[src/rtl/muldiv_sequencer.sv]
// muldiv_sequencer: iterative shift-add multiply / restoring divide unit owning HI/LO.
// One step per cycle; stalls the core while busy if it touches HI/LO or issues another op.
`default_nettype none

module muldiv_sequencer #(
    parameter int WIDTH = 32,
    parameter int CNT_W = 6
) (
    input  logic             clk,
    input  logic             reset,
    input  logic             start,
    input  logic [1:0]       op,
    input  logic [WIDTH-1:0] srca,
    input  logic [WIDTH-1:0] srcb,
    input  logic             wr_hi,
    input  logic             wr_lo,
    input  logic [WIDTH-1:0] wdata,
    input  logic             rd_req,
    output logic [WIDTH-1:0] hi,
    output logic [WIDTH-1:0] lo,
    output logic             busy,
    output logic             stall,
    output logic             done
);

    typedef enum logic [1:0] {
        S_IDLE = 2'd0,
        S_PREP = 2'd1,
        S_RUN  = 2'd2,
        S_FIX  = 2'd3
    } state_t;

    localparam logic [CNT_W-1:0] LAST = CNT_W'(WIDTH - 1);

    state_t             state_q, state_d;
    logic [1:0]         op_q, op_d;
    logic [WIDTH-1:0]   a_q, a_d;
    logic [WIDTH-1:0]   b_q, b_d;
    logic [WIDTH-1:0]   d_q, d_d;
    logic [WIDTH-1:0]   acc_q, acc_d;
    logic [WIDTH-1:0]   mq_q, mq_d;
    logic [CNT_W-1:0]   cnt_q, cnt_d;
    logic               neg_res_q, neg_res_d;
    logic               neg_rem_q, neg_rem_d;
    logic [WIDTH-1:0]   hi_q, hi_d;
    logic [WIDTH-1:0]   lo_q, lo_d;
    logic               done_q, done_d;

    logic               is_div, is_signed;
    logic [WIDTH-1:0]   abs_a, abs_b;
    logic [WIDTH:0]     sum;
    logic [WIDTH:0]     rem_sh, diff;
    logic [2*WIDTH-1:0] prod, prod_fix;

    assign is_div    = op_q[1];
    assign is_signed = op_q[0];
    assign abs_a     = (is_signed && a_q[WIDTH-1]) ? -a_q : a_q;
    assign abs_b     = (is_signed && b_q[WIDTH-1]) ? -b_q : b_q;

    // Multiply: {acc,mq} shifts right, multiplier bits consumed from mq[0].
    assign sum    = {1'b0, acc_q} + (mq_q[0] ? {1'b0, d_q} : {(WIDTH+1){1'b0}});
    // Divide: {acc,mq} shifts left, quotient bits enter at mq[0].
    assign rem_sh = {acc_q, mq_q[WIDTH-1]};
    assign diff   = rem_sh - {1'b0, d_q};

    assign prod     = {acc_q, mq_q};
    assign prod_fix = neg_res_q ? -prod : prod;

    always_comb begin
        state_d   = state_q;
        op_d      = op_q;
        a_d       = a_q;
        b_d       = b_q;
        d_d       = d_q;
        acc_d     = acc_q;
        mq_d      = mq_q;
        cnt_d     = cnt_q;
        neg_res_d = neg_res_q;
        neg_rem_d = neg_rem_q;
        hi_d      = hi_q;
        lo_d      = lo_q;
        done_d    = 1'b0;
        case (state_q)
            S_IDLE: begin
                if (wr_hi) hi_d = wdata;
                if (wr_lo) lo_d = wdata;
                if (start) begin
                    op_d    = op;
                    a_d     = srca;
                    b_d     = srcb;
                    state_d = S_PREP;
                end
            end
            S_PREP: begin
                d_d       = abs_b;
                mq_d      = abs_a;
                acc_d     = '0;
                cnt_d     = '0;
                neg_res_d = is_signed & (a_q[WIDTH-1] ^ b_q[WIDTH-1]);
                neg_rem_d = is_signed & is_div & a_q[WIDTH-1];
                state_d   = S_RUN;
            end
            S_RUN: begin
                if (is_div) begin
                    acc_d = diff[WIDTH] ? rem_sh[WIDTH-1:0] : diff[WIDTH-1:0];
                    mq_d  = {mq_q[WIDTH-2:0], ~diff[WIDTH]};
                end else begin
                    acc_d = sum[WIDTH:1];
                    mq_d  = {sum[0], mq_q[WIDTH-1:1]};
                end
                cnt_d = cnt_q + CNT_W'(1);
                if (cnt_q == LAST) state_d = S_FIX;
            end
            S_FIX: begin
                if (!is_div) begin
                    hi_d = prod_fix[2*WIDTH-1:WIDTH];
                    lo_d = prod_fix[WIDTH-1:0];
                end else if (b_q == '0) begin
                    // Divide by zero: all-ones quotient, dividend returned unchanged.
                    lo_d = '1;
                    hi_d = a_q;
                end else begin
                    lo_d = neg_res_q ? -mq_q : mq_q;
                    hi_d = neg_rem_q ? -acc_q : acc_q;
                end
                done_d  = 1'b1;
                state_d = S_IDLE;
            end
            default: state_d = S_IDLE;
        endcase
    end

    always_ff @(posedge clk or posedge reset) begin
        if (reset) begin
            state_q   <= S_IDLE;
            op_q      <= '0;
            a_q       <= '0;
            b_q       <= '0;
            d_q       <= '0;
            acc_q     <= '0;
            mq_q      <= '0;
            cnt_q     <= '0;
            neg_res_q <= 1'b0;
            neg_rem_q <= 1'b0;
            hi_q      <= '0;
            lo_q      <= '0;
            done_q    <= 1'b0;
        end else begin
            state_q   <= state_d;
            op_q      <= op_d;
            a_q       <= a_d;
            b_q       <= b_d;
            d_q       <= d_d;
            acc_q     <= acc_d;
            mq_q      <= mq_d;
            cnt_q     <= cnt_d;
            neg_res_q <= neg_res_d;
            neg_rem_q <= neg_rem_d;
            hi_q      <= hi_d;
            lo_q      <= lo_d;
            done_q    <= done_d;
        end
    end

    assign hi    = hi_q;
    assign lo    = lo_q;
    assign busy  = (state_q != S_IDLE);
    assign stall = busy & (start | rd_req | wr_hi | wr_lo);
    assign done  = done_q;

endmodule

`default_nettype wire

[config.mk]
export PLATFORM = sky130hd
export DESIGN_NAME = muldiv_sequencer
export DESIGN_NICKNAME = d
export VERILOG_FILES = /design/src/rtl/muldiv_sequencer.sv
export SDC_FILE = /design/constraint.sdc
export NUM_CORES = 1
export LEC_CHECK = 0
export ABC_AREA = 0
export CORE_MARGIN = 3
export CORE_UTILIZATION = 30
export CTS_BUF_LIST = sky130_fd_sc_hd__clkbuf_4
export DETAILED_ROUTE_END_ITERATION = 10
export HOLD_SLACK_MARGIN = 0.02
export SLEW_MARGIN = 20
export SYNTH_ARGS = -nofsm -noshare
export SYNTH_HDL_FRONTEND = slang
export SYNTH_SLANG_ARGS = --single-unit
[constraint.sdc]
create_clock -name clk -period 8.25 [get_ports clk]
set_input_delay 1.65 -clock clk [delete_from_list [all_inputs] [get_ports clk]]
set_output_delay 1.65 -clock clk [all_outputs]
set_load 0.02 [all_outputs]
Yosys cells after proc, flatten, opt, wreduce, memory -nomap -nowiden

Cells that the tools add are included.

Output and inout port bits: 67
Input port bits: 104
Bits in registers: 237

Reductions and logical operators: 11
Equality and inequality tests: 8
Multiplexer cells: 24
$add $sub $neg: 8
Bitwise operators: 9

Operator list:

| kind                  | number |
|---|---|
| $mux W32              | 14 |
| $pmux W32 S2          | 4 |
| $neg A32 Y32          | 4 |
| $mux W64              | 1 |
| $neg A64 Y64          | 1 |
| $add A32 B32 Y33      | 1 |
| $sub A33 B32 Y33      | 1 |
| $logic_not A32 Y1     | 1 |
| $pmux W6 S2           | 1 |
| $ne A2 B2 Y1 const B  | 4 |
| $pmux W2 S4           | 1 |
| $reduce_and A2 Y1     | 4 |
| $add A6 B1 Y6 const B | 1 |
| $eq A6 B5 Y1 const B  | 1 |
| $reduce_bool A2 Y1    | 3 |
| $and A1 B1 Y1         | 4 |
| $eq A2 B2 Y1 const B  | 2 |
| $mux W2               | 2 |
| $or A1 B1 Y1          | 3 |
| $eq A2 B1 Y1 const B  | 1 |
| $logic_and A1 B1 Y1   | 2 |
| $logic_not A2 Y1      | 1 |
| $mux W1               | 1 |
| $not A1 Y1            | 1 |
| $xor A1 B1 Y1         | 1 |

Logic depth before layout (Yosys ltp)

Word-level depth: 5
Gate-level depth with buffers: 14

Worst setup path before layout

OpenSTA, ideal clock, no wires.

Kind: in2out
Start: in rd_req
End: out stall
Path buffers: 0
Stages: 2
Data arrival time: 2.038 ns
Setup slack: 4.562 ns
Path through: nor4_1 nor2_1

Cells in the longest elaborated chain, start to end: 4

Ends and longest elaborated chain:

| element                    | line | RTL |
|---|---|---|
| from (decl)                | 18   | `input logic rd_req,` |
| $or A1 B1 Y1 (3 in series) | 168  | `assign stall = busy & (start \| rd_req \| wr_hi \| wr_lo);` |
| $and A1 B1 Y1              | 168  |  |
| to (decl)                  | 22   | `output logic stall,` |

No other way between the ends.

Worst setup path in the final report

Start: in start
End: out stall

Cells in the longest elaborated chain, start to end: 4

Ends and longest elaborated chain:

| element                    | line | RTL |
|---|---|---|
| from (decl)                | 11   | `input logic start,` |
| $or A1 B1 Y1 (3 in series) | 168  |  |
| $and A1 B1 Y1              | 168  |  |

No other way between the ends.

==> qor.yml <==
synth-edff-count: 0
wl_per_cell_um: 19.98
multi_input_area_sq_um: 11110
ys_ff_latch: 237
rsz0062_at_grt: "false"
final_cell_area_sq_um: 21140
cts_max_level: 3
gp_congestion: 0.9047
worstMarginPinSlew_ns: 1.081
fmax_ghz: 0.2122
dr.pass1.iters: 5
grt_antenna_before_repair: 2
async_reset_ff_share_pct: 100.0
yosysTopAreaCell: "dfrtp_1"
cts-root-buf: "clkbuf_4"
cts_tree: "done"
holdBufCountCts: 0
rr_startpoint: "mq_q[31]$_DFFE_PP0P_"
cts_sinks: 237
yosysSeqAreaShare_pct: 33.10
numCtsBuffers: 71
cts.path.max_buffers: 3
drt-initial-drc-count: 1445
die_y_um: 250.4
drtAntennaViolNets: 0
setup_violations: 0
path_clk_slew_ns: 0.06
synth-main-ff-cell: "dfrtp_1"
viasPerCell: 5.500
outcome: "completed"
r2r_cells: 13
port_buffers: 170
cp-end-kind: "primary output"
hold_path_end: "lo[10]$_DFFE_PP0P_"
dieArea_sq_um: 62700
fillCellCount: 6066
fin_crit_sh_pct: 57.12
drv_slew: 0
start_kind: "primary input"
arrival_ns: 3.06
synth_area_sq_um: 17920
synth_nets: 2334
cts_setup_buffers: 0
worstHoldPathType: "reg -> reg"
synth_area_leaders: "dfrtp_1 (33%), xnor2_1 (5.9%), o21ai_0 (5.3%), ha_1 (5.1%), nand2_1 (4.7%)"
hold_ws_ns: 0.4785
netlist.area_leader.share_pct: 33.10
grt_pass1_vias: 15978
r2r_slack_ns: 4.07
vias: 17011
whs_path_depth: 2
finalCriticalPeriod_ns: 4.713
postRouteWirelength_um: 61790
post-route-util_pct: 36.23
fp.dieW_um: 250.4
grt_usage_pct: 18.96
timing.final.ws_setup_ns: 3.537
drive_gt1_share_pct: 10.58
setup_tns_ns: 0
row_count: 88
drcViolationCount: 0
pre_cts_ws_ns: 3.529
start_util_pct: 30.71
layout.nets: 2454
finalClockSkew_ns: 0.1077
leakage_nw: 8.931
yosys_warnings: 0
crit_type: "in -> out"
vdd_drop_max_mv: 0.4070
detailed_place_hpwl_um: 45980
insertion_delay_ns: 0.85
postPlaceCellArea_sq_um: 20200
syn_avg_cell_area_sq_um: 8.315
synth.distinct_cells: 85
slew-limit-headroom_pct: 27.93
critical_path_required_ns: 6.60
maxCapViolCount: 0
layout.area.seq_sq_um: 5934
grt_pass1_wl_um: 94270
min_from: "lo[10]$_DFFE_PP0P_"
grt_max_degree: 135
area_delta_synth_final_pct: 18.00
grt_overflow: 0
hold_viol_final: 0
syn-instance-count: 2155
ios: 171
cts_resized: 0
crit_fanout: 3
regToRegEndpoint: "acc_q[4]$_DFFE_PP0P_"
coreArea_sq_um: 58360
p_per_area_nw_per_um2: 449.2
placed cells by master (no fill, tap or decap), types with 9 or more instances in the layout:
master and instances:
dfrtp_1 236, nand2_1 224, o21ai_0 188, nor2_1 185, clkdlybuf4s50_1 170, a21oi_1 163, xnor2_1 120, clkbuf_4 100
inv_1 95, ha_1 69, mux2_2 68, xor2_1 67, o211ai_1 64, nand3_1 45, nor3_1 38, a21o_1 33
mux2i_1 32, o21ai_1 26, o31ai_1 25, a31oi_1 20, nor3b_1 20, o22ai_1 19, or3_1 17, a221o_1 17
clkinv_1 16, nand4_1 16, buf_4 16, nand2b_1 15, nor4_1 13, a211oi_1 13, o221ai_1 13, or4_1 12
o41ai_1 11, nor2b_1 9, a211o_1 9, o21bai_1 9, and3_1 9
flip-flops by register name (all words and copies together), names as in the netlist:
signal,flops
acc_q,32
mq_q,32
hi,32
lo,32
a_q,32
state_q,2
neg_res_q,1
cnt_q,6
d_q,32
neg_rem_q,1
done,1
b_q,32
op_q,2
cell usage after synthesis, drive strengths merged, types with 13 or more instances:
cell,count
a211oi,14
a21o,33
a21oi,165
a221o,17
a31oi,21
buf,25
clkbuf,115
dfrtp,237
ha,73
inv,96
mux2,68
mux2i,32
nand2,226
nand2b,16
nand3,48
nand4,16
nor2,187
nor3,41
nor3b,20
nor4,18
o211ai,64
o21ai,214
o221ai,13
o22ai,19
o31ai,26
o41ai,13
or3,19
or4,17
xnor2,120
xor2,67
cells by family after synthesis:
kind of cell    synth area share, %
buf+inv                       5.111
mux                           6.061
fa+ha+maj                     5.321
simple gates                  17.57
xor+xnor                      9.140
compound gates                23.70
flops                         33.10
worst max-delay path, cell delays in order:
cell and delay (ns):
clkdlybuf4s50_1 0.49, nor4_1 0.31, nor2_1 0.07, clkdlybuf4s50_1 0.54
power breakdown:
part | total (W) | switching [W] | internal [W] | leakage (nW)
sequential | 0.00258 | 0.000854 | 0.00172 | 2.89
combinational | 0.00574 | 0.00348 | 0.00226 | 5.50
clock | 0.00118 | 0.000557 | 0.000623 | 0.541
layout make-up:
| class | count | share of cell area (%) |
|---|---|---|
| tap | 765 | 4.527 |
| timing repair buffer | 187 | 8.746 |
| inverter | 97 | 1.758 |
| antenna | 2 | 0.02367 |
| clock inverter | 24 | 0.7634 |
| sequential | 237 | 28.07 |
| multi-input combinational | 1681 | 52.57 |
| clock buffer | 100 | 3.551 |
worst max-delay path by stage:
stage / start / endpoint / cells past startpoint
after CTS: start / stall / 4
after floorplan: reset / a_q[0]$_DFFE_PP0P_ / 1
final: start / stall / 4
after global placement: start / stall / 4
after detailed placement: start / stall / 4
after global routing: start / stall / 4
per-layer routing:
metal / track usage, % / vias up / part of all wire (%)
li1: - / 8046 / -
met4: 7.088 / 0 / 3.4
met2: 29.10 / 704 / 44
met3: 3.811 / 118 / 7.9
met1: 26.30 / 8143 / 45
met5: 0 / - / 0
metrics by stage:
| step | power (W) | std cells |
|---|---|---|
| after floorplan | 0.006382 | 2155 |
| after global placement | 0.008102 | 2966 |
| after detailed placement | 0.008224 | 2966 |
| after CTS | 0.009453 | 3090 |
| after global routing | 0.01022 | 3092 |
| final | 0.009498 | 3093 |
No activity file was read; power rests on OpenSTA's default activity.
